==> src/rtl/fp_pkg.sv <==
`default_nettype none
// ============================================================================
// fp_pkg : constants, flag indices and raw-mantissa layout for the FP adder
// Revision 1.0
// ============================================================================
package fp_pkg;

  localparam int EXP_BIAS = 127;
  localparam int EXP_MAX  = 255;

  localparam logic [31:0] QNAN    = 32'h7FC0_0000;
  localparam logic [31:0] POS_INF = 32'h7F80_0000;

  // Bit positions inside the 4-bit {nan, overflow, underflow, zero} flag word
  localparam int FLAG_ZERO = 0;
  localparam int FLAG_UNF  = 1;
  localparam int FLAG_OVF  = 2;
  localparam int FLAG_NAN  = 3;

  typedef struct packed {
    logic        carry;
    logic        hidden;
    logic [22:0] frac;
    logic        guard;
    logic        rnd;
  } raw_mant_t;

endpackage
`default_nettype wire

==> src/rtl/fp_norm_round_if.sv <==
`default_nettype none
// ============================================================================
// fp_norm_round_if : valid/ready input beat and result bus of fp_norm_round
// Revision 1.0
// ============================================================================
interface fp_norm_round_if;
  import fp_pkg::*;

  logic        in_valid;
  logic        in_ready;
  logic        in_sign;
  logic [7:0]  in_exp;
  raw_mant_t   in_mant;
  logic        in_sticky;
  logic        in_inf;
  logic        in_nan;
  logic        out_valid;
  logic        out_ready;
  logic [31:0] out_res;
  logic [3:0]  out_flags;

  modport master (
    output in_valid, in_sign, in_exp, in_mant, in_sticky, in_inf, in_nan, out_ready,
    input  in_ready, out_valid, out_res, out_flags
  );

  modport slave (
    input  in_valid, in_sign, in_exp, in_mant, in_sticky, in_inf, in_nan, out_ready,
    output in_ready, out_valid, out_res, out_flags
  );

endinterface
`default_nettype wire

==> src/rtl/fp_lzc26.sv <==
`default_nettype none
// ============================================================================
// fp_lzc26 : combinational 26-bit leading-zero counter (all-zero input gives 25)
// Revision 1.0
// ============================================================================
module fp_lzc26 (
  input  logic [25:0] i_data,
  output logic [4:0]  o_lz
);

  // Ascending scan: the highest set bit is the last one to write the count
  always_comb begin
    o_lz = 5'd25;
    for (int i = 0; i < 26; i++) begin
      if (i_data[i]) o_lz = 5'(25 - i);
    end
  end

endmodule
`default_nettype wire

==> src/rtl/fp_norm_round.sv <==
`default_nettype none
// ============================================================================
// fp_norm_round : two-stage normalise / round-to-nearest-even / pack stage
// Revision 1.0
// ============================================================================
module fp_norm_round
  import fp_pkg::*;
#(
  parameter int ROUND_EN = 1,
  parameter int FTZ      = 1
) (
  input  logic           clk,
  input  logic           rst_n,
  fp_norm_round_if.slave bus
);

  localparam logic signed [9:0] c_exp_ovf = 10'(EXP_MAX);

  logic        rdy_q, rdy_d;
  logic        v1_q, v1_d;
  logic        sign1_q, sign1_d;
  logic        nan1_q, nan1_d;
  logic        inf1_q, inf1_d;
  logic        zero1_q, zero1_d;
  logic        sticky1_q, sticky1_d;
  logic [9:0]  exp1_q, exp1_d;
  logic [25:0] mant1_q, mant1_d;
  logic        v2_q, v2_d;
  logic [31:0] res_q, res_d;
  logic [3:0]  flags_q, flags_d;

  logic               w_ld1, w_ld2, w_acc;
  logic [4:0]         w_lz;
  logic               w_rup, w_tiny;
  logic [24:0]        w_rsum;
  logic signed [9:0]  w_rexp;
  logic [31:0]        w_pk_res;
  logic [3:0]         w_pk_flags;

  fp_lzc26 u_lzc (
    .i_data (bus.in_mant[25:0]),
    .o_lz   (w_lz)
  );

  // A stage loads when empty or when its contents move on this edge
  assign w_ld2         = !v2_q || bus.out_ready;
  assign w_ld1         = !v1_q || w_ld2;
  assign bus.in_ready  = rdy_q && w_ld1;
  assign w_acc         = bus.in_valid && bus.in_ready;
  assign bus.out_valid = v2_q;
  assign bus.out_res   = res_q;
  assign bus.out_flags = flags_q;
  assign rdy_d         = 1'b1;

  always_comb begin
    v1_d      = v1_q;
    sign1_d   = sign1_q;
    nan1_d    = nan1_q;
    inf1_d    = inf1_q;
    zero1_d   = zero1_q;
    sticky1_d = sticky1_q;
    exp1_d    = exp1_q;
    mant1_d   = mant1_q;
    if (w_ld1) v1_d = w_acc;
    if (w_acc) begin
      sign1_d   = bus.in_sign;
      nan1_d    = bus.in_nan;
      inf1_d    = bus.in_inf;
      zero1_d   = 1'b0;
      sticky1_d = bus.in_sticky;
      exp1_d    = '0;
      mant1_d   = '0;
      if (!(bus.in_nan || bus.in_inf)) begin
        if (bus.in_mant[26:0] == 27'd0 && !bus.in_sticky) begin
          zero1_d = 1'b1;
        end else if (bus.in_mant.carry) begin
          mant1_d   = bus.in_mant[26:1];
          sticky1_d = bus.in_sticky || bus.in_mant[0];
          exp1_d    = {2'b00, bus.in_exp} + 10'd1;
        end else begin
          mant1_d = bus.in_mant[25:0] << w_lz;
          exp1_d  = {2'b00, bus.in_exp} - {5'd0, w_lz};
        end
      end
    end
  end

  // mant1_q = {hidden, frac[22:0], guard, round}
  always_comb begin
    w_rup  = (ROUND_EN != 0) && mant1_q[1] && (mant1_q[0] || sticky1_q || mant1_q[2]);
    w_rsum = {1'b0, mant1_q[25:2]} + {24'd0, w_rup};
    w_rexp = exp1_q + {9'd0, w_rsum[24]};
    // A missing hidden bit can only come from a zero magnitude with sticky set
    w_tiny = (w_rexp <= 10'sd0) || !(w_rsum[24] || w_rsum[23]);
    w_pk_res   = {sign1_q, w_rexp[7:0], w_rsum[22:0]};
    w_pk_flags = '0;
    if (nan1_q) begin
      w_pk_res             = QNAN | {sign1_q, 31'd0};
      w_pk_flags[FLAG_NAN] = 1'b1;
    end else if (inf1_q) begin
      w_pk_res = POS_INF | {sign1_q, 31'd0};
    end else if (zero1_q) begin
      w_pk_res              = '0;
      w_pk_flags[FLAG_ZERO] = 1'b1;
    end else if (w_rexp >= c_exp_ovf) begin
      w_pk_res             = POS_INF | {sign1_q, 31'd0};
      w_pk_flags[FLAG_OVF] = 1'b1;
    end else if (w_tiny && (FTZ != 0)) begin
      w_pk_res              = {sign1_q, 31'd0};
      w_pk_flags[FLAG_UNF]  = 1'b1;
      w_pk_flags[FLAG_ZERO] = 1'b1;
    end
  end

  always_comb begin
    v2_d    = v2_q;
    res_d   = res_q;
    flags_d = flags_q;
    if (w_ld2) begin
      v2_d = v1_q;
      if (v1_q) begin
        res_d   = w_pk_res;
        flags_d = w_pk_flags;
      end
    end
  end

  always_ff @(posedge clk or negedge rst_n) begin
    if (!rst_n) begin
      rdy_q     <= 1'b0;
      v1_q      <= 1'b0;
      sign1_q   <= 1'b0;
      nan1_q    <= 1'b0;
      inf1_q    <= 1'b0;
      zero1_q   <= 1'b0;
      sticky1_q <= 1'b0;
      exp1_q    <= '0;
      mant1_q   <= '0;
      v2_q      <= 1'b0;
      res_q     <= '0;
      flags_q   <= '0;
    end else begin
      rdy_q     <= rdy_d;
      v1_q      <= v1_d;
      sign1_q   <= sign1_d;
      nan1_q    <= nan1_d;
      inf1_q    <= inf1_d;
      zero1_q   <= zero1_d;
      sticky1_q <= sticky1_d;
      exp1_q    <= exp1_d;
      mant1_q   <= mant1_d;
      v2_q      <= v2_d;
      res_q     <= res_d;
      flags_q   <= flags_d;
    end
  end

endmodule
`default_nettype wire

==> src/flat_wrapper.sv <==
// flat-port wrapper written by rule: the top's interface ports become plain ports
module fp_norm_round_flat import fp_pkg::*;
#(
  parameter int ROUND_EN = 1,
  parameter int FTZ      = 1
)
  (clk, rst_n, bus_in_valid, bus_in_sign, bus_in_exp, bus_in_mant, bus_in_sticky, bus_in_inf, bus_in_nan, bus_out_ready, bus_in_ready, bus_out_valid, bus_out_res, bus_out_flags);
  fp_norm_round_if bus_i ();
  input  logic clk;
  input  logic rst_n;
  input wire logic [$bits(bus_i.in_valid)-1:0] bus_in_valid;
  input wire logic [$bits(bus_i.in_sign)-1:0] bus_in_sign;
  input wire logic [$bits(bus_i.in_exp)-1:0] bus_in_exp;
  input wire logic [$bits(bus_i.in_mant)-1:0] bus_in_mant;
  input wire logic [$bits(bus_i.in_sticky)-1:0] bus_in_sticky;
  input wire logic [$bits(bus_i.in_inf)-1:0] bus_in_inf;
  input wire logic [$bits(bus_i.in_nan)-1:0] bus_in_nan;
  input wire logic [$bits(bus_i.out_ready)-1:0] bus_out_ready;
  output wire logic [$bits(bus_i.in_ready)-1:0] bus_in_ready;
  output wire logic [$bits(bus_i.out_valid)-1:0] bus_out_valid;
  output wire logic [$bits(bus_i.out_res)-1:0] bus_out_res;
  output wire logic [$bits(bus_i.out_flags)-1:0] bus_out_flags;
  assign bus_i.in_valid = bus_in_valid;
  assign bus_i.in_sign = bus_in_sign;
  assign bus_i.in_exp = bus_in_exp;
  assign bus_i.in_mant = bus_in_mant;
  assign bus_i.in_sticky = bus_in_sticky;
  assign bus_i.in_inf = bus_in_inf;
  assign bus_i.in_nan = bus_in_nan;
  assign bus_i.out_ready = bus_out_ready;
  assign bus_in_ready = bus_i.in_ready;
  assign bus_out_valid = bus_i.out_valid;
  assign bus_out_res = bus_i.out_res;
  assign bus_out_flags = bus_i.out_flags;
  fp_norm_round #(.ROUND_EN(ROUND_EN), .FTZ(FTZ)) u_core (.clk(clk), .rst_n(rst_n), .bus(bus_i));
endmodule
==> config.mk <==
export PLATFORM = sky130hd
export DESIGN_NAME = fp_norm_round_flat
export DESIGN_NICKNAME = d
export VERILOG_FILES = /design/src/rtl/fp_pkg.sv /design/src/rtl/fp_norm_round_if.sv /design/src/rtl/fp_lzc26.sv /design/src/rtl/fp_norm_round.sv /design/src/flat_wrapper.sv
export SDC_FILE = /design/constraint.sdc
export NUM_CORES = 1
export LEC_CHECK = 0
export CORE_MARGIN = 4
export CORE_UTILIZATION = 40
export CTS_CLUSTER_SIZE = 8
export DETAILED_ROUTE_END_ITERATION = 7
export PLACE_DENSITY = 0.65
export SLEW_MARGIN = 10
export SYNTH_ARGS = -nofsm -noshare
export SYNTH_HDL_FRONTEND = slang
export SYNTH_SLANG_ARGS = --single-unit
==> constraint.sdc <==
create_clock -name clk -period 5.3 [get_ports clk]
set_input_delay 1.325 -clock clk [delete_from_list [all_inputs] [get_ports clk]]
set_output_delay 1.325 -clock clk [all_outputs]
set_load 0.03 [all_outputs]
==> results of run 1 <==
-- power by group through the flow --
stage	logic, mW	registers, mW	clock network (mW)
after global placement	0.558	0.740	0
after global routing	0.608	0.741	0.617
after CTS	0.556	0.732	0.592
after detailed placement	0.554	0.743	0
after floorplan	0.276	0.792	0
final	0.562	0.732	0.580
-- final cells by class --
class | count | share of cell area, %
clock buffers | 13 | 3.21
clock inverters | 1 | 0.401
inverters | 23 | 1.17
multi-input cells | 623 | 50.7
flip-flops and latches | 80 | 26.7
well taps | 188 | 3.14
repair buffers | 120 | 14.7
-- cell usage after synthesis (4+ instances only) --
cell	number
nand2_1	109
dfrtp_1	80
nor2_1	70
o21ai_0	57
a21oi_1	53
nand3_1	31
nor3_1	30
clkbuf_1	28
xnor2_1	26
inv_1	20
a22oi_1	18
o21ai_1	17
xor2_1	14
buf_2	13
a211oi_1	12
nor4_1	11
o31ai_1	11
or3_1	10
a31oi_1	8
and3_1	8
ha_1	8
nand2b_1	8
buf_6	7
mux2i_1	7
a22o_1	5
nand4_1	5
o21a_1	5
a211oi_2	4
a2bb2oi_1	4
a31oi_2	4
and2_1	4
mux2_2	4
o211ai_1	4
o22ai_1	4
or4_1	4
-- how the worst max path moves through the flow --
stage,startpoint,endpoint,slack (ns),depth (start not counted)
after floorplan,bus_in_mant[20],u_core.exp1_q[7],1.16,12
after global placement,bus_in_mant[8],u_core.exp1_q[7],0.44,12
after detailed placement,bus_in_mant[22],u_core.exp1_q[7],0.47,11
after CTS,u_core.mant1_q[2],u_core.bus.out_res[8],0.72,16
after global routing,u_core.mant1_q[2],u_core.bus.out_res[3],0.28,16
final,bus_in_mant[21],u_core.exp1_q[8],0.74,13
-- metal layers --
metal | global-route usage (%) | wire length (um)
met1 | 33.9 | 9330
met2 | 33.0 | 8650
met3 | 3.55 | 1430
met4 | 8.58 | 549
met5 | 0 | 0
-- cells in the final DEF, fill, tap and decap left out, types with 12 or more instances in the layout --
master	count
nand2_1	109
dfrtp_1	80
clkdlybuf4s50_1	79
nor2_1	70
o21ai_0	57
a21oi_1	53
buf_4	41
nand3_1	31
nor3_1	30
xnor2_1	26
inv_1	20
a22oi_1	18
o21ai_1	16
xor2_1	14
a211oi_1	12
-- cell families (layout without fill, tap and decap cells) --
kind of cell	count (synthesis)	after routing	share of synthesized area, %
flops	80	80	32.6
simple gates	310	310	24.1
mux	12	12	2.12
other cells	1	1	0.0610
buf+inv	74	157	5.66
fa+ha+maj	9	9	1.95
compound gates	251	251	27.8
xor+xnor	40	40	5.70
-- flip-flops by register name, summed over array words and instances, names as in the netlist --
| name | cells |
|---|---|
| u_core.bus.out_valid | 1 |
| u_core.mant1_q | 26 |
| u_core.bus.out_flags | 4 |
| u_core.v1_q | 1 |
| u_core.exp1_q | 10 |
| u_core.nan1_q | 1 |
| u_core.inf1_q | 1 |
| u_core.sign1_q | 1 |
| u_core.rdy_q | 1 |
| u_core.zero1_q | 1 |
| u_core.bus.out_res | 32 |
| u_core.sticky1_q | 1 |
-- critical path, delay by kind of cell --
| family | cells | cell delay (ns) |
|---|---|---|
| buffers and inverters | 2 | 0.92 |
| adder cells (fa/ha/maj) | 1 | 0.40 |
| AND/OR/NAND/NOR | 3 | 0.60 |
| AO/OA/AOI/OAI | 7 | 1.55 |
-- through the flow --
| stage | area [um2] | cells | power (mW) | hold WS (ns) |
|---|---|---|---|---|
| finish | 7490 | 1048 | 1.87 | 0.459 |
| global route | 7490 | 1048 | 1.97 | 0.504 |
| CTS | 7490 | 1048 | 1.88 | 0.467 |
| detailed placement | 7220 | 1034 | 1.30 | 0.455 |
| global placement | 7220 | 1034 | 1.30 | 0.451 |
| floorplan | 6150 | 777 | 1.07 | 0.445 |
==> flow_metrics.tcl, run 1 <==
set metrics [dict create \
    hold-path-cell-count 2 \
    die_area_um2 17400 \
    area_growth_pct 21.9 \
    hp-class "flip-flop to flip-flop" \
    core-area_um2 15100 \
    synth_edf_count 0 \
    fin_crit_sh_pct 86.0 \
    holdBufCountCts 0 \
    routed_via_density 5.97 \
    antenna_found_initial 0 \
    ys_ff_latch 80 \
    numCtsBuffers 9 \
    setup_ws_ns 0.742 \
    routedWlPerCell_um 19.0 \
    combPwrFrac_pct 30.0 \
    swShare_pct 32.7 \
    critPathKind "primary input to flip-flop" \
    r2r_start "u_core.mant1_q[2]" \
    fillerInstances 1466 \
    overflow 0 \
    portBuffers 80 \
    min_from "u_core.bus.out_res[31]" \
    slew_headroom_pct 32.6 \
    post-cts-setup-buffers 0 \
    p_clk_share_pct 31.0 \
    multi_input_area_um2 3800 \
    netlist.area_leader.share_pct 32.6 \
    vdd_drop_max_uv 143 \
    finalMaxSlewViolations 0 \
    status "completed" \
    synth.cell_area_um2 6150 \
    cts_tree "built" \
    die_w_um 132 \
    place_ws_ns 0.466 \
    reg2reg_depth 16 \
    grt_usage_pct 22.7 \
    syn_inst 777 \
    holdPathEnd "u_core.bus.out_res[31]" \
    clock_latency_ns 0.33 \
    cts-resized-gates 0 \
    core.rowCount 45 \
    p_leak_nw 2.89 \
    path_cells "clkdlybuf4s50_1 -> nor3_1 -> o211ai_1 -> o21ai_2 -> buf_4 -> nand2b_1 -> fa_1 -> a21o_1 -> a21oi_1 -> o21ai_0 -> nor3_1 -> a31oi_1 -> o21ai_0" \
    globalplace.congestion 0.970 \
    cap_violations 0 \
    grt_pass1_wl_um 32400 \
    drt-initial-drc-count 731 \
    drcViolationCount 0 \
    setup_tns_ns 0 \
    avgSynthCellArea_um2 7.91 \
    grt_max_degree 81 \
    dr.pass1.iters 5 \
    p_switching_uw 612 \
    ant_nets 0 \
    fp.dieH_um 132 \
    fin_crit_ns 4.56 \
    final_util_pct 49.5 \
    dr_total_vias 6255 \
    powerDensity_nw_per_um2 250 \
    cp_data_required_time_ns 5.54 \
    reg2reg_slack_ns 0.77 \
    root_buffer "clkbuf_16" \
    synth_top_area_cell "dfrtp_1" \
    yosysWarnings 0 \
    cts_sinks 80 \
    fmax_mhz 219 \
    cts_max_level 3 \
    p_seq_share_pct 39.1 \
    ios 81 \
    yosysSeqAreaShare_pct 32.6 \
    cp_max_fo 11 \
    p_int_mw 1.26 \
    grt_pass1_vias 5750 \
    cts_buffer_depth 2 \
    critPathLaunchType "primary input" \
    synthArstFlopShare_pct 100 \
    path_clk_slew_ns 0.05 \
    r2r-end "u_core.bus.out_res[12]" \
    critPathSlowestCell "clkdlybuf4s50_1" \
    rsz0062_at_grt "no" \
    tightest_slew_ns 1.01 \
    antennaDiodeCount 0 \
    ys_types 79 \
    max_stage_delay_ns 0.61 \
    synth_fp_nets 829 \
    setup_violations 0 \
    nNetsFinal 909 \
    end_kind "flip-flop" \
    cp.arrival_ns 4.80 \
    finalHoldViolCount 0 \
    wl_um 20000 \
    layout-drive-gt1-share_pct 9.88 \
    regArea_um2 2000 \
    synth_top_flop_cell "dfrtp_1" \
    hpwl_um 15100 \
    start_util_pct 40.6 \
    finClkSkew_ns 0.00644 \
    synthTopCellsByArea "dfrtp_1 (33%), nand2_1 (6.7%), o21ai_0 (4.6%)" \
]
Note: power is estimated with default switching activity, not from simulation.
==> inputs of run 2 (changes only) <==
Settings changed: ABC_CLOCK_PERIOD_IN_PS set to 5300, CORE_UTILIZATION 40 to 45, PLACE_DENSITY 0.65 to 0.71.
==> run 2 against run 1 <==
Combinational power down 1%. Maximum frequency fell by 1.0%. Worst hold slack better by 0.016 ns. Largest cell class unchanged. Sequential share of layout area up 0.52 points. Total power rose by 2.1%. Clock skew increased by 0.0020 ns. Largest power group unchanged. Clock-buffer cell count down 3. Non-clock buffer count down 21. Register-to-register slack worse by 0.05 ns. Sequential power about the same. Core utilization rose by 5.8 points. Sequential cell count is the same.
==> flow_metrics.tcl, run 2 (same netlist as run 1, synthesis figures left out) <==
set metrics [dict create \
    status "completed" \
    reg2reg_depth 16 \
    fin_cells 1017 \
    end_kind "flip-flop" \
    holdPathEnd "u_core.bus.out_res[5]" \
    grt_usage_pct 27.2 \
    clock_latency_ns 0.34 \
    whs_ns 0.476 \
    cts-resized-gates 0 \
    cp.arrival_ns 4.83 \
    fin_crit_sh_pct 86.9 \
    holdBufCountCts 0 \
    grt_max_degree 81 \
    r2r_start "u_core.mant1_q[2]" \
    root_buffer "clkbuf_16" \
    overflow 0 \
    dr.pass1.iters 6 \
    cp_max_fo 8 \
    final_cell_mix "nand2_1 (108), dfrtp_1 (80), clkdlybuf4s50_1 (79)" \
    layout_commonest_cell "nand2_1" \
    finalHoldViolCount 0 \
    antenna_found_initial 0 \
    fmax_mhz 217 \
    core-area_um2 13300 \
    vdd_drop_max_uv 157 \
    p_leak_nw 2.80 \
    busiest_layer "met1" \
    dp.cells 1001 \
    fp.dieH_um 125 \
    ant_nets 0 \
    grt_pass1_wl_um 34100 \
    numCtsBuffers 9 \
    layout-drive-gt1-share_pct 8.32 \
    nNetsFinal 888 \
    critPathKind "primary input to flip-flop" \
    cp_data_required_time_ns 5.52 \
    wl_um 21500 \
    setup_violations 0 \
    ios 81 \
    finalMaxSlewViolations 0 \
    portBuffers 80 \
    met2_usage_pct 40.0 \
    die_w_um 125 \
    path_clk_slew_ns 0.06 \
    min_from "u_core.bus.out_res[5]" \
    critPathLaunchType "primary input" \
    placed_area_um2 7050 \
    die_area_um2 15600 \
    total_power_mw 1.91 \
    routed_via_density 6.34 \
    fin_crit_ns 4.60 \
    grtUsageMet1_pct 40.2 \
    cts_tree "built" \
    antennaDiodeCount 0 \
    fillerInstances 1282 \
    core.rowCount 42 \
    cap_violations 0 \
    largest_reg_flops 32 \
    met3_usage_pct 4.67 \
    design_area_um2 7350 \
    hpwl_um 16400 \
    start_util_pct 46.2 \
    slew_headroom_pct 33.2 \
    grt_pass1_vias 6077 \
    hp-class "flip-flop to flip-flop" \
    setup_tns_ns 0 \
    tightest_slew_ns 1.00 \
    dr_total_vias 6450 \
    powerDensity_nw_per_um2 260 \
    routedWlPerCell_um 21.1 \
    finClkSkew_ns 0.00840 \
    globalplace.congestion 0.992 \
    rsz0062_at_grt "no" \
    cts_sinks 80 \
    hold-path-cell-count 2 \
    cts_max_level 3 \
    drt-initial-drc-count 736 \
    drcViolationCount 0 \
    post-cts-setup-buffers 0 \
    reg2reg_slack_ns 0.72 \
    cts_buffer_depth 2 \
    area_growth_pct 19.6 \
    r2r-end "u_core.bus.out_res[8]" \
]
-- run 2: critical path, cell delays in order --
cell and delay (ns):
clkdlybuf4s50_1 0.62, nor4_1 0.90, nand2_1 0.22, a31oi_2 0.33, inv_1 0.11, ha_1 0.36, nand3_1 0.09, a21oi_1 0.18
nor4b_1 0.09, or3_1 0.36, a32o_1 0.25
-- run 2: how the worst max path moves through the flow --
stage                       from                     to  cells after the start
6_report          bus_in_mant[9]       u_core.exp1_q[7]                     11
3_5_place_dp      bus_in_mant[9]       u_core.exp1_q[7]                     11
2_1_floorplan    bus_in_mant[20]       u_core.exp1_q[7]                     12
4_1_cts        u_core.mant1_q[2]  u_core.bus.out_res[8]                     16
3_3_place_gp      bus_in_mant[9]       u_core.exp1_q[7]                     11
5_1_grt        u_core.mant1_q[2]  u_core.bus.out_res[2]                     16
-- run 2: cell type report --
type                            count  area [um2]  area share [%]
Multi-Input combinational cell    623        3800            51.7
Sequential cell                    80        2000            27.2
Timing Repair Buffer               99         941            12.8
Clock buffer                       10         229            3.12
Tap cell                          176         220            3.00
Inverter                           23        87.6            1.19
Clock inverter                      6        67.6           0.919
-- run 2: per-layer routing --
layer	wire [um]	up-vias
met5	0	-
met4	633	0
met3	1830	52
met2	9270	330
met1	9770	3086
li1	-	2982
-- run 2: where the power goes --
group	total (mW)	switching [mW]	internal, mW
Clock	0.624	0.256	0.367
Combinational	0.555	0.341	0.214
Sequential	0.734	0.0596	0.674
-- run 2: per-stage QoR --
stage                     setup slack (ns)  util [%]
after floorplan                       1.16         -
after global placement               0.281      53.0
after detailed placement             0.471      53.0
after CTS                            0.687      55.3
after global routing                 0.230      55.3
final                                0.696      55.3
